==> config.mk <==
export PLATFORM = sky130hd
export DESIGN_NAME = prog_ctr_flat
export DESIGN_NICKNAME = d
export VERILOG_FILES = /design/src/rtl/prog_ctr_if.sv /design/src/rtl/prog_ctr.sv /design/src/flat_wrapper.sv
export SDC_FILE = /design/constraint.sdc
export NUM_CORES = 1
export LEC_CHECK = 0
export CORE_ASPECT_RATIO = 1.2
export CORE_MARGIN = 2
export CORE_UTILIZATION = 30
export DETAILED_ROUTE_END_ITERATION = 10
export HOLD_SLACK_MARGIN = 0.12
export PLACE_DENSITY = 0.43
export SYNTH_ARGS = -nofsm -noshare
export SYNTH_HDL_FRONTEND = slang
export SYNTH_SLANG_ARGS = --single-unit
==> constraint.sdc <==
create_clock -name Clk -period 3 [get_ports Clk]
set_input_delay 0.6 -clock Clk [delete_from_list [all_inputs] [get_ports Clk]]
set_output_delay 0.6 -clock Clk [all_outputs]
set_load 0.05 [all_outputs]
==> src/rtl/prog_ctr_if.sv <==
// Decode/control bundle between the core's instruction decoder and the
// program-counter / branch unit, plus the PC and status outputs it drives back.
interface prog_ctr_if #(
  parameter int PC_W      = 10,
  parameter int LUT_DEPTH = 16
);
  localparam int IDX_W = (LUT_DEPTH > 1) ? $clog2(LUT_DEPTH) : 1;

  logic             Start;
  logic             Stall;
  logic             Halt;
  logic             JumpEn;
  logic             BranchEn;
  logic [IDX_W-1:0] TargetIdx;
  logic             FlagWe;
  logic             Cond;
  logic             LutWe;
  logic [IDX_W-1:0] LutAddr;
  logic [PC_W-1:0]  LutData;
  logic [PC_W-1:0]  PC;
  logic             Flag;
  logic             Running;
  logic             Done;
  logic [1:0]       DbgState;

  modport master (
    output Start, Stall, Halt, JumpEn, BranchEn, TargetIdx, FlagWe, Cond,
           LutWe, LutAddr, LutData,
    input  PC, Flag, Running, Done, DbgState
  );

  modport slave (
    input  Start, Stall, Halt, JumpEn, BranchEn, TargetIdx, FlagWe, Cond,
           LutWe, LutAddr, LutData,
    output PC, Flag, Running, Done, DbgState
  );
endinterface

==> src/rtl/prog_ctr.sv <==
// Program counter and branch unit: IDLE/RUN/HALTED sequencing, branch flag
// captured from the ALU compare, and a programmable jump-target table.
module prog_ctr #(
  parameter int PC_W       = 10,
  parameter int LUT_DEPTH  = 16,
  parameter int START_ADDR = 0
) (
  input  logic      Clk,
  input  logic      Reset_n,
  prog_ctr_if.slave bus
);
  localparam int IDX_W = (LUT_DEPTH > 1) ? $clog2(LUT_DEPTH) : 1;
  localparam logic [PC_W-1:0] START_PC = PC_W'(START_ADDR);

  typedef enum logic [1:0] {
    ST_IDLE   = 2'd0,
    ST_RUN    = 2'd1,
    ST_HALTED = 2'd2
  } state_e;

  state_e          state_q, state_d;
  logic [PC_W-1:0] pc_q, pc_d;
  logic            flag_q, flag_d;
  logic            done_q, done_d;
  logic [PC_W-1:0] lut_q [LUT_DEPTH];
  logic [PC_W-1:0] target;
  logic            lut_wr_ok;

  // Only a non-power-of-two table can be addressed past its end.
  if (LUT_DEPTH == (1 << IDX_W)) begin : g_full_idx
    assign target    = lut_q[bus.TargetIdx];
    assign lut_wr_ok = 1'b1;
  end else begin : g_part_idx
    assign target    = ({1'b0, bus.TargetIdx} < (IDX_W+1)'(LUT_DEPTH)) ?
                       lut_q[bus.TargetIdx] : '0;
    assign lut_wr_ok = ({1'b0, bus.LutAddr} < (IDX_W+1)'(LUT_DEPTH));
  end

  always_comb begin
    state_d = state_q;
    pc_d    = pc_q;
    flag_d  = flag_q;
    done_d  = 1'b0;
    unique case (state_q)
      ST_IDLE: begin
        pc_d = START_PC;
        if (bus.Start) begin
          state_d = ST_RUN;
          flag_d  = 1'b0;
        end
      end
      ST_RUN: begin
        if (bus.Halt) begin
          state_d = ST_HALTED;
          done_d  = 1'b1;
        end else if (!bus.Stall) begin
          // Branch decision uses the flag from before this edge.
          if (bus.JumpEn || (bus.BranchEn && flag_q)) pc_d = target;
          else                                        pc_d = pc_q + PC_W'(1);
          if (bus.FlagWe) flag_d = bus.Cond;
        end
      end
      ST_HALTED: begin
        if (bus.Start) begin
          state_d = ST_RUN;
          pc_d    = START_PC;
          flag_d  = 1'b0;
        end
      end
      default: begin
        state_d = ST_IDLE;
        pc_d    = START_PC;
        flag_d  = 1'b0;
      end
    endcase
  end

  always_ff @(posedge Clk or negedge Reset_n) begin
    if (!Reset_n) begin
      state_q <= ST_IDLE;
      pc_q    <= START_PC;
      flag_q  <= 1'b0;
      done_q  <= 1'b0;
    end else begin
      state_q <= state_d;
      pc_q    <= pc_d;
      flag_q  <= flag_d;
      done_q  <= done_d;
    end
  end

  // Table writes are accepted in every state, including IDLE and HALTED.
  always_ff @(posedge Clk or negedge Reset_n) begin
    if (!Reset_n) begin
      for (int i = 0; i < LUT_DEPTH; i++) lut_q[i] <= '0;
    end else if (bus.LutWe && lut_wr_ok) begin
      lut_q[bus.LutAddr] <= bus.LutData;
    end
  end

  assign bus.PC       = pc_q;
  assign bus.Flag     = flag_q;
  assign bus.Running  = (state_q == ST_RUN);
  assign bus.Done     = done_q;
  assign bus.DbgState = state_q;
endmodule
==> src/flat_wrapper.sv <==
// flat-port wrapper written by rule: the top's interface ports become plain ports
module prog_ctr_flat 
#(
  parameter int PC_W       = 10,
  parameter int LUT_DEPTH  = 16,
  parameter int START_ADDR = 0
)
  (Clk, Reset_n, bus_Start, bus_Stall, bus_Halt, bus_JumpEn, bus_BranchEn, bus_TargetIdx, bus_FlagWe, bus_Cond, bus_LutWe, bus_LutAddr, bus_LutData, bus_PC, bus_Flag, bus_Running, bus_Done, bus_DbgState);
  prog_ctr_if #(.PC_W(PC_W), .LUT_DEPTH(LUT_DEPTH)) bus_i ();
  input  logic Clk;
  input  logic Reset_n;
  input wire logic [$bits(bus_i.Start)-1:0] bus_Start;
  input wire logic [$bits(bus_i.Stall)-1:0] bus_Stall;
  input wire logic [$bits(bus_i.Halt)-1:0] bus_Halt;
  input wire logic [$bits(bus_i.JumpEn)-1:0] bus_JumpEn;
  input wire logic [$bits(bus_i.BranchEn)-1:0] bus_BranchEn;
  input wire logic [$bits(bus_i.TargetIdx)-1:0] bus_TargetIdx;
  input wire logic [$bits(bus_i.FlagWe)-1:0] bus_FlagWe;
  input wire logic [$bits(bus_i.Cond)-1:0] bus_Cond;
  input wire logic [$bits(bus_i.LutWe)-1:0] bus_LutWe;
  input wire logic [$bits(bus_i.LutAddr)-1:0] bus_LutAddr;
  input wire logic [$bits(bus_i.LutData)-1:0] bus_LutData;
  output wire logic [$bits(bus_i.PC)-1:0] bus_PC;
  output wire logic [$bits(bus_i.Flag)-1:0] bus_Flag;
  output wire logic [$bits(bus_i.Running)-1:0] bus_Running;
  output wire logic [$bits(bus_i.Done)-1:0] bus_Done;
  output wire logic [$bits(bus_i.DbgState)-1:0] bus_DbgState;
  assign bus_i.Start = bus_Start;
  assign bus_i.Stall = bus_Stall;
  assign bus_i.Halt = bus_Halt;
  assign bus_i.JumpEn = bus_JumpEn;
  assign bus_i.BranchEn = bus_BranchEn;
  assign bus_i.TargetIdx = bus_TargetIdx;
  assign bus_i.FlagWe = bus_FlagWe;
  assign bus_i.Cond = bus_Cond;
  assign bus_i.LutWe = bus_LutWe;
  assign bus_i.LutAddr = bus_LutAddr;
  assign bus_i.LutData = bus_LutData;
  assign bus_PC = bus_i.PC;
  assign bus_Flag = bus_i.Flag;
  assign bus_Running = bus_i.Running;
  assign bus_Done = bus_i.Done;
  assign bus_DbgState = bus_i.DbgState;
  prog_ctr #(.PC_W(PC_W), .LUT_DEPTH(LUT_DEPTH), .START_ADDR(START_ADDR)) u_core (.Clk(Clk), .Reset_n(Reset_n), .bus(bus_i));
endmodule
## Word level (Yosys, flattened, before mapping)

Index checks and enable logic that the tools add are counted.

| storage, ports and cells | value |
|---|---|
| bits in registers | 174 |
| logic and storage cells | 63 |

| cells by class | value |
|---|---|
| add/sub/neg operators | 1 |
| order comparisons | 3 |
| equality and inequality tests | 8 |
| multiplexer cells | 21 |
| bitwise gates (word level) | 2 |
| reductions and logical operators | 8 |

Operators by type and width:

| cell | number |
|---|---|
| 160-bit bitwise mux | 1 |
| 10-bit 2-to-1 mux | 7 |
| 10-bit binary-select mux with 4-bit select | 1 |
| 10-bit demux with 4-bit select | 1 |
| 10-bit case mux with 2 select lines | 1 |
| 10-bit by 1-bit adder with 10-bit output (second input constant) | 1 |
| 5-bit greater-or-equal comparator (second input constant) | 2 |
| 2-bit inequality test (second input constant) | 5 |
| 4-bit inverter with 5-bit output | 2 |
| 1-bit 2-to-1 mux | 6 |
| 5-bit by 1-bit less-than comparator with 1-bit output (second input constant) | 1 |
| 2-bit 2-to-1 mux | 2 |
| 2-bit case mux with 2 select lines | 1 |
| 4-bit AND reduction | 1 |
| 3-bit AND reduction | 1 |
| 2-bit by 1-bit == test with 1-bit output (second input constant) | 1 |
| 2-bit == test (second input constant) | 1 |
| 1-bit logical AND | 2 |
| 2-bit logical NOT | 1 |
| 2-bit by 1-bit inequality test with 1-bit output (second input constant) | 1 |
| 1-bit case mux with 2 select lines | 1 |
| 2-bit AND reduction | 1 |
| 2-bit OR reduction | 1 |
| 1-bit logical OR | 1 |

## Logic depth before layout (Yosys ltp)

Gate-level depths: netlist of run 1.

| logic depth | value |
|---|---|
| depth after elaboration | 8 |
| depth in mapped cells | 7 |
| mapped depth without buffers | 6 |

## Worst setup path after synthesis of run 1

OpenSTA, ideal clock, no wires.

| timing | value |
|---|---|
| kind | input-to-reg |
| start point | input port bus_TargetIdx[1] |
| end point | register u_core.pc_q[4] (netlist: u_core.bus.PC[4]) |
| library setup time | 0.121 ns |
| data arrival time | 1.923 ns |
| required time | 2.879 ns |
| setup slack | 0.956 ns |
| cell stages on the path | 7 |
| path buffers | 2 |
| path through | buf_2 > buf_2 > mux2i_1 > nor4_1 > a2111oi_0 > o21ai_1 > a22o_1 |

| between the ends | value |
|---|---|
| word-level cells in the longest chain between the ends | 8 |

Ends and longest elaborated chain:

| what | RTL line | text |
|---|---|---|
| start, declared | flat_wrapper.sv:17 | `input wire logic [$bits(bus_i.TargetIdx)-1:0] bus_TargetIdx;` |
| 4-bit inverter with 5-bit output (not written as such) | prog_ctr.sv:31 | `assign target = lut_q[bus.TargetIdx];` |
| 10-bit binary-select mux with 4-bit select | prog_ctr.sv:31 |  |
| 10-bit 2-to-1 mux (not written as such) (2 in series) | prog_ctr.sv:31 |  |
| 10-bit 2-to-1 mux | prog_ctr.sv:58 | `if (bus.JumpEn \|\| (bus.BranchEn && flag_q)) pc_d = target;` |
| 10-bit 2-to-1 mux | prog_ctr.sv:56 | `end else if (!bus.Stall) begin` |
| 10-bit 2-to-1 mux | prog_ctr.sv:53 | `if (bus.Halt) begin` |
| 10-bit case mux with 2 select lines | prog_ctr.sv:44 | `unique case (state_q)` |
| end signal, assigned | prog_ctr.sv:86 | `pc_q <= pc_d;` |
| end, declared | prog_ctr.sv:22 | `logic [PC_W-1:0] pc_q, pc_d;` |

No other way between the ends. The select of a mux whose other input is x is not followed.
A chain may end at the register's enable or synchronous reset.

## Worst setup path after layout of run 1

| timing | value |
|---|---|
| start point | register u_core.state_q[1] (netlist: u_core.bus.DbgState[1]) |
| end point | output port bus_Running |

| between the ends | value |
|---|---|
| word-level cells in the longest chain between the ends | 1 |

Ends and longest elaborated chain:

| what | RTL line | text |
|---|---|---|
| start, declared | prog_ctr.sv:21 | `state_e state_q, state_d;` |
| start signal, assigned | prog_ctr.sv:85 | `state_q <= state_d;` |
| 2-bit by 1-bit == test with 1-bit output | prog_ctr.sv:103 | `assign bus.Running = (state_q == ST_RUN);` |
| end, declared | flat_wrapper.sv:25 | `output wire logic [$bits(bus_i.Running)-1:0] bus_Running;` |

No other way between the ends.

==> run summary, run 1 <==
Share of post-route cells with drive strength above 1: 0.439. The synthesized flop and latch total is 174, and the via count of the first global-routing pass is 5446. The quantity of gates resized following cts is 0. For this run, the number of standard cells in the final layout without fillers is 961. The flow ran to the end, and the final reports show no timing, DRC or antenna violations.

The average cell area after synthesis works out to 14.7 sq um. The largest total area in the synthesized netlist belongs to dfrtp_1. By startpoint and endpoint, the worst setup path is classified as flip-flop to output pin. The count of distinct cell types in the synthesized netlist was 47. Tracing the worst setup path back leads to its startpoint at u_core.bus.DbgState[1]. In the synthesized netlist the dominant register cell turns out to be dfrtp_1. The count of buffers added on input and output ports is 42.

After detailed routing, the number of remaining DRC violations is 0. The tools report the number of buffers added by the clock tree synthesis step as 17. In this run the static leakage power is 4.09 nW. Total power for the finished layout comes to 6.62 mW.

The count of maximum capacitance violations was 0; the worst setup skew after layout was 0.00666 ns. The number of enable flip-flop cells after synthesis works out to 0. The logs give 0.306 for the starting utilization of the core area and 0 ns for the final total negative setup slack.

For this design the top-level I/O count stands at 43. The post-route clock period utilization is 0.875. The logs give 9640 sq um for the post-layout instance area and 174 for the clock net sink count. Hold timing on the final database bottoms out at a slack of 0.158 ns.

After global routing the overflow that remains totals 0. Yosys instantiated no cell more often than dfrtp_1. The worst setup path is captured at an output pin. The run gives 0 as the number of diodes. The portion of synthesized cell area occupied by the leading cell type was 0.539; the area of the die was 28300 sq um. Buffers inserted to repair hold after CTS numbered 0.

By count the netlist is led by dfrtp_1 (174), mux2_2 (163), mux4_2 (34). The number of setup buffers added after CTS was 0. The worst register-to-register path has a setup slack of 1.17 ns. Power spread over the standard cell area amounts to 686 nW/um^2. The first detailed-routing pass took 4 iterations. The residual antenna-violating net count after detailed routing was 0; the worst path arrival time was 2.02 ns.

Entering global routing, the biggest net connects 69 pins. Setup repair after global routing left no endpoint under its margin. The worst min-delay path category is primary input to asynchronous set/reset pin.

For the total count of max-transition violations in the final report, the log shows 0. The routed layout has 4923 vias. The fraction of power spent switching nets was 0.263; the clock latency of the later-clocked register in the worst-skew pair was 0.44 ns.

Setup violations remaining at the end of the flow were counted as 0. Fraction of met3 tracks used by global routing: 0.0323. In this run the most used layer during global routing was met2.

Summing all placed instances gives a cell area of 9060 sq um. The pin slew with the least headroom to its limit is 0.678 ns. TritonCTS built the clock tree. The worst flop-to-flop path startpoint was u_core.lut_q[28]. The run gives 26400 sq um as the core region area. After synthesis, the cell types taking the most area are dfrtp_1 (54%), mux2_2 (23%), mux4_2 (9.5%), mux2i_1 (2.8%), clkbuf_1 (0.74%).

From bottom edge to top edge, the die measures 184 um. The run gives 2.40 ns as the required time of the critical path. For the initial antenna violation count, the log shows 0.

Along the worst path, the maximum fanout reaches 6. Counting tap cells, the placed design contains a total of 929 instances. The tools report the share of the core filled with cells in the final layout as 0.365.

Relative to the synthesized area, the layout overhead comes to 19.2%. The placer congestion estimate is 0.749, and the instance count of the mapped netlist is 550. The final wirelength was 21700 um; the CTS clock-pin slew for the worst setup and hold paths was 0.06 ns.

The maximum number of buffers from clock root to sink was 2. The final count of hold timing violations was 0; the number of DRC markers after the initial detailed-route iteration was 218. Counting every net in the synthesized netlist gives 579.

The HPWL after detailed placement is 14600 um. The worst setup path is launched from a flip-flop. Number of core rows: 65.

Prior to clock tree synthesis, the placed netlist has a worst setup slack of 0.226 ns. The first global-routing pass estimated 34400 um of wire. The internal portion of the total power is 4.87 mW. Total number of yosys warnings: 0. The worst setup path endpoint is bus_Running.

The number of H-tree branching levels was 4; the part of the total power dissipated in combinational logic was 0.196. The horizontal die dimension came out at 154 um. The met1 global-route usage is 0.215, and the sequential share of power is 0.474.

Setup slack closes at 0.375 ns. Fill cells in the final layout number 2465. The run gives 0.165 as the total routing resource utilization after global routing. Summing every instance area after synthesis gives 8090 sq um.

The tools report the part of the Yosys area used for sequential elements as 0.539. Static timing analysis puts the maximum clock frequency at 381 MHz. The global routing usage on met2 was 0.275. After detailed routing, the average wire length per cell comes to 22.6 um. The share of synthesized flip-flops with an asynchronous set or reset was 1.00; the clock share of power was 0.330. Measured in cells, the most critical reg-to-reg path has a length of 4.

At the end of the flow, the number of nets in the layout was 642. In this run the critical register-to-register path is captured at u_core.bus.PC[8]. The smallest clock period supported by the final layout is computed as 2.62 ns. The run gives 0.548 as the max-slew headroom at the worst pin. After detailed routing, the number of vias per cell comes to 5.12. The worst supply voltage drop on vdd is 0.288 mV. For this design the total switching power over the nets is 1.74 mW. The root cell of the clock tree was clkbuf_16.
[cell type report]
class	instances	area, sq um	area share
inverter	4	15.0	0.00156
clock inverter	11	116	0.0121
timing repair buffer	74	702	0.0728
clock buffer	21	460	0.0478
multi-input combinational	342	3570	0.371
tap	335	419	0.0435
sequential	174	4350	0.452
[placed cells by master (no fill, tap or decap), types with 3 or more instances in the layout]
master and instances:
clkbuf_16 17, mux2i_1 23, clkinv_2 5, nor3_1 4, a211o_1 5, mux4_2 34, nor3b_1 3, nand3_1 10
mux2_2 163, o21ai_0 11, nor4_1 3, inv_1 4, nand3b_1 4, clkdlybuf4s50_1 39, clkinvlp_4 3, o22ai_1 8
buf_12 4, nand2b_1 9, nor2_1 14, nand2_1 10, a21oi_1 5, nor2_2 9, buf_4 28, dfrtp_1 174
[routing by layer]
metal	vias up	part of all wire
met1	2627	0.46
li1	2188	-
met2	82	0.49
met3	26	0.028
met5	-	0
met4	0	0.020
[power by group through the flow]
stage / Clock [mW] / Combinational (mW) / Sequential [mW]
6_report: 2.19 / 1.29 / 3.14
3_5_place_dp: 0 / 1.32 / 3.18
3_3_place_gp: 0 / 1.30 / 3.15
4_1_cts: 2.25 / 1.32 / 3.14
2_1_floorplan: 0 / 0.881 / 3.14
5_1_grt: 2.36 / 1.41 / 3.20
[worst min path at each step]
stage	slack [ns]	startpoint	cells past startpoint	end
2_1_floorplan	0.30	Reset_n	0	u_core.bus.DbgState[0]
3_3_place_gp	0.48	u_core.lut_q[113]	1	u_core.lut_q[113]
3_5_place_dp	0.49	u_core.lut_q[37]	1	u_core.lut_q[37]
4_1_cts	0.19	Reset_n	1	u_core.lut_q[131]
5_1_grt	0.20	Reset_n	1	u_core.lut_q[131]
6_report	0.16	Reset_n	1	u_core.lut_q[131]
[logic make-up after synthesis]
family | after synthesis | share of synthesized area
mux | 220 | 0.350
flops | 174 | 0.539
simple gates | 75 | 0.0509
compound gates | 45 | 0.0379
buf+inv | 34 | 0.0198
xor+xnor | 1 | 0.00108
fa+ha+maj | 1 | 0.00155
[worst max-delay path, stage by stage (launching register included)]
cell,delay [ns]
dfrtp_1,0.42
nand2b_1,0.24
inv_1,0.12
clkdlybuf4s50_1,0.82
[sequential cells by signal, indices dropped and copies added (netlist names)]
signal               flops
u_core.bus.DbgState      2
u_core.bus.PC           10
u_core.lut_q           160
u_core.bus.Flag          1
u_core.bus.Done          1
No activity file was read; power rests on OpenSTA's default activity.
==> run 2, diff against run 1 <==
--- a/config.mk
+++ b/config.mk
@@ -5,7 +5,7 @@
 export SDC_FILE = /design/constraint.sdc
 export NUM_CORES = 1
 export LEC_CHECK = 0
-export CORE_ASPECT_RATIO = 1.2
+export CORE_ASPECT_RATIO = 1.5
 export CORE_MARGIN = 2
 export CORE_UTILIZATION = 30
 export DETAILED_ROUTE_END_ITERATION = 10
==> constraint.sdc (replaced) <==
create_clock -name Clk -period 2.6 [get_ports Clk]
set_input_delay 0.52 -clock Clk [delete_from_list [all_inputs] [get_ports Clk]]
set_output_delay 0.52 -clock Clk [all_outputs]
set_load 0.05 [all_outputs]
==> run 2 against run 1 <==
  * Sequential power up 15%
  * Wire length fell by 0.83%
  * Cell area rose by 0.68%
  * Largest cell class unchanged
==> run summary, run 2 (synthesis gave the netlist of run 1 again) <==
The flow ran to the end, and the final reports show no timing, DRC or antenna violations. The final critical delay including setup and external delays was 2.30 ns; the part of the total power dissipated in combinational logic was 0.198 (+0.002). For the placed instance count, the log shows 941 (+1.3%).

The run gives 0.321 (-0.009) as the clock share of power. Clock tree synthesis selected as its root buffer the cell clkbuf_16. The leakage dissipation came out at 4.14 nW (+1.2%). The tools report the worst setup skew after layout as 0.00662 ns (-0.0000390 ns).

The clock net sink count came out at 174 (unchanged). The post-place setup slack was 0.0700 ns (-0.156 ns). The number of setup buffers added after CTS is 0 (unchanged), and the filler-free cell count of the finished design is 972 (+1.1%).

The cell depth of the worst min-delay path was 1. The number of search-and-repair iterations in the first detailed-routing pass came out at 4 (unchanged). The number of H-tree branching levels was 4 (unchanged); the power density over the cells was 775 nW/um^2 (+13%). Static timing analysis puts the maximum clock frequency at 435 MHz.

The post-route clock period utilization works out to 0.885. Vertical die dimension: 205 um (+12%). The required time of the critical path was 2.08 ns (-0.32 ns); the slack of the critical path was 0.300 ns (-0.0752 ns).

Flip-flop count of the largest register, all copies and words added: 160 (unchanged). The share of post-route cells with drive strength above 1 was 0.443 (+0.00322). The post-route DRC violation count was 0 (unchanged).

The CTS clock-pin slew for the worst setup and hold paths was 0.07 ns (about the same); the layout net count was 653 (+1.7%). The met3 routed wirelength is 528 um (-12%). After detailed routing, no signal wire sits above met4.

The share of the core filled with cells in the final layout was 0.366 (+0.00168); the worst reg-to-reg path cell count was 4 (unchanged). The tools report the number of DRC markers after the initial detailed-route iteration as 201 (-7.8%). Setup repair after global routing left no endpoint under its margin. The largest fanout on the critical path is 6 (unchanged). The worst hold path begins at u_core.lut_q[112].

The switching component of the power was 1.96 mW (+12%); the residual antenna-violating net count after detailed routing was 0 (unchanged). The max-slew headroom at the worst pin was 0.589 (+0.0408). The fraction of power spent switching nets came out at 0.261 (-0.00272).

For the via count, the log shows 4953 (+0.61%). The worst setup path is launched from a flip-flop. Average wire per cell in the routed design: 22.1 um (-2.0%). Quantity of I/O buffers inserted on ports: 42 (unchanged). The critical path is of the flip-flop to output pin type. The number of buffers added by the clock tree synthesis step was 17 (unchanged). STA classifies the critical path endpoint as an output pin. The logs give 9370 um (-5.8%) for the detailed-route wire length on metal 1 and 0.159 (-0.00628) for the total routing resource utilization after global routing. The routed length on met2 was 11300 um (+5.2%); the I/O pin count was 43 (unchanged). The pin slew with the least headroom to its limit is 0.614 ns (-0.0632 ns), and the final total negative setup slack is 0 ns (unchanged). The HPWL reported at the end of detailed placement came out at 15000 um (+2.3%). The logs give 73 (+12%) for the number of core rows and 1.78 ns (-0.24 ns) for the worst path arrival time.

For the count of maximum capacitance violations, the log shows 0 (unchanged). The final count of hold timing violations is 0 (unchanged). The tools report the internal power of the cells as 5.56 mW (+14%). The worst hold path terminates at u_core.lut_q[112]. The via count normalized by instance count was 5.10 (-0.53%); the maximum number of buffers from clock root to sink was 2 (unchanged). The placer congestion estimate came out at 0.812 (+8.4%).

The endpoint identified for the worst register-to-register timing path is u_core.bus.PC[8]. The tools report the setup slack on the worst flop-to-flop path as 0.69 ns (-0.48 ns). The run gives 28300 sq um (about the same) as the area of the die.

The run gives 5292 (-2.8%) as the via count of the first global-routing pass. Relative to the synthesized area, the layout overhead comes to 20.0%. The library cells used most frequently in the layout, excluding fill and tap cells, are dfrtp_1 (174), mux2_2 (163), clkdlybuf4s50_1 (38).

The register name with the most flops was u_core.lut_q. For the total count of max-transition violations in the final report, the log shows 0 (unchanged). The horizontal die dimension works out to 138 um (-10%). The worst supply voltage drop on vdd came out at 0.405 mV (+41%).

The min-delay analysis places its worst path in the category flip-flop to flip-flop. The logs give 0 (unchanged) for the sum of overflow across all layers after global routing and 7.52 mW (+14%) for the overall power of the completed layout. The run gives 0 (unchanged) as the initial antenna violation count. The sequential share of power is 0.482 (+0.008). TritonCTS built the clock tree. The most common cell after layout, fill and taps aside was dfrtp_1.

Core region area: 26500 sq um (+0.21%). The tools report the number of diodes as 0 (unchanged). The logs give 21500 um (-0.83%) for the final wirelength and 0 (unchanged) for the final number of setup-violating endpoints.

In this run the critical register-to-register path is launched from u_core.bus.DbgState[1]. The clock latency of the later-clocked register in the worst-skew pair is 0.43 ns (about the same). The first-pass GRT wire length was 33200 um (-3.3%); the pin count of the biggest net entering global routing was 65 (-5.8%). The tools report the starting utilization of the core area as 0.305 (-0.000650).
==> run 2: cell count changes in the layout (fill, tap and decap cells not counted), sizes merged <==
cell | previous run | this run
dlygate4sd3 | 0 | 1
dlygate4sd2 | 0 | 1
clkinv | 6 | 4
bufinv | 2 | 1
clkbuf | 21 | 24
clkinvlp | 3 | 1
clkdlybuf4s50 | 39 | 38
buf | 35 | 45
==> run 2: routing by layer <==
metal	GRT usage	up-vias
met5	0	-
met4	0.0521	0
met3	0.0290	22
met2	0.283	72
met1	0.194	2651
li1	-	2208
==> run 2: how the worst max path moves through the flow <==
stage | startpoint | end | slack, ns
2_1_floorplan | bus_TargetIdx[1] | u_core.bus.PC[4] | 0.64
3_5_place_dp | bus_TargetIdx[3] | u_core.bus.PC[8] | 0.07
3_3_place_gp | bus_TargetIdx[3] | u_core.bus.PC[8] | 0.09
4_1_cts | u_core.bus.DbgState[1] | bus_Running | 0.27
5_1_grt | u_core.bus.DbgState[1] | bus_Running | 0.21
6_report | u_core.bus.DbgState[1] | bus_Running | 0.30
==> run 2: through the flow <==
step / hold WS, ns / instance area (sq um)
after floorplan: 0.224 / 8090
after global placement: 0.482 / 9150
after detailed placement: 0.487 / 9150
after CTS: 0.502 / 9700
after global routing: 0.512 / 9700
final: 0.502 / 9700
==> run 2: critical path, cell delays in order (launching register included) <==
cell and delay [ns]:
dfrtp_1 0.43, nand2b_1 0.24, inv_1 0.14, dlygate4sd2_1 0.54
==> run 2: power groups by stage <==
stage / Combinational (mW) / Sequential (mW) / Clock, mW
after global routing: 1.61 / 3.70 / 2.59
final: 1.48 / 3.62 / 2.41
after global placement: 1.47 / 3.64 / 0
after CTS: 1.51 / 3.63 / 2.50
after floorplan: 1.02 / 3.62 / 0
after detailed placement: 1.51 / 3.67 / 0
==> run 2: area by class of cell <==
type / instances / area (sq um)
clock buffers: 24 / 482
clock inverters: 6 / 61.3
fillers: 2562 / 16800
inverters: 4 / 15.0
multi-input cells: 342 / 3570
flip-flops and latches: 174 / 4350
well taps: 337 / 422
repair buffers: 85 / 798
==> run 2: what timing repair did <==
| item | 4_1_cts | 5_1_grt |
|---|---|---|
| hold endpoints to repair | 45 | 0 |
| hold buffers | 1 | 0 |
| gates resized for setup | 1 | 0 |
| endpoints found under the setup margin | 1 | 0 |
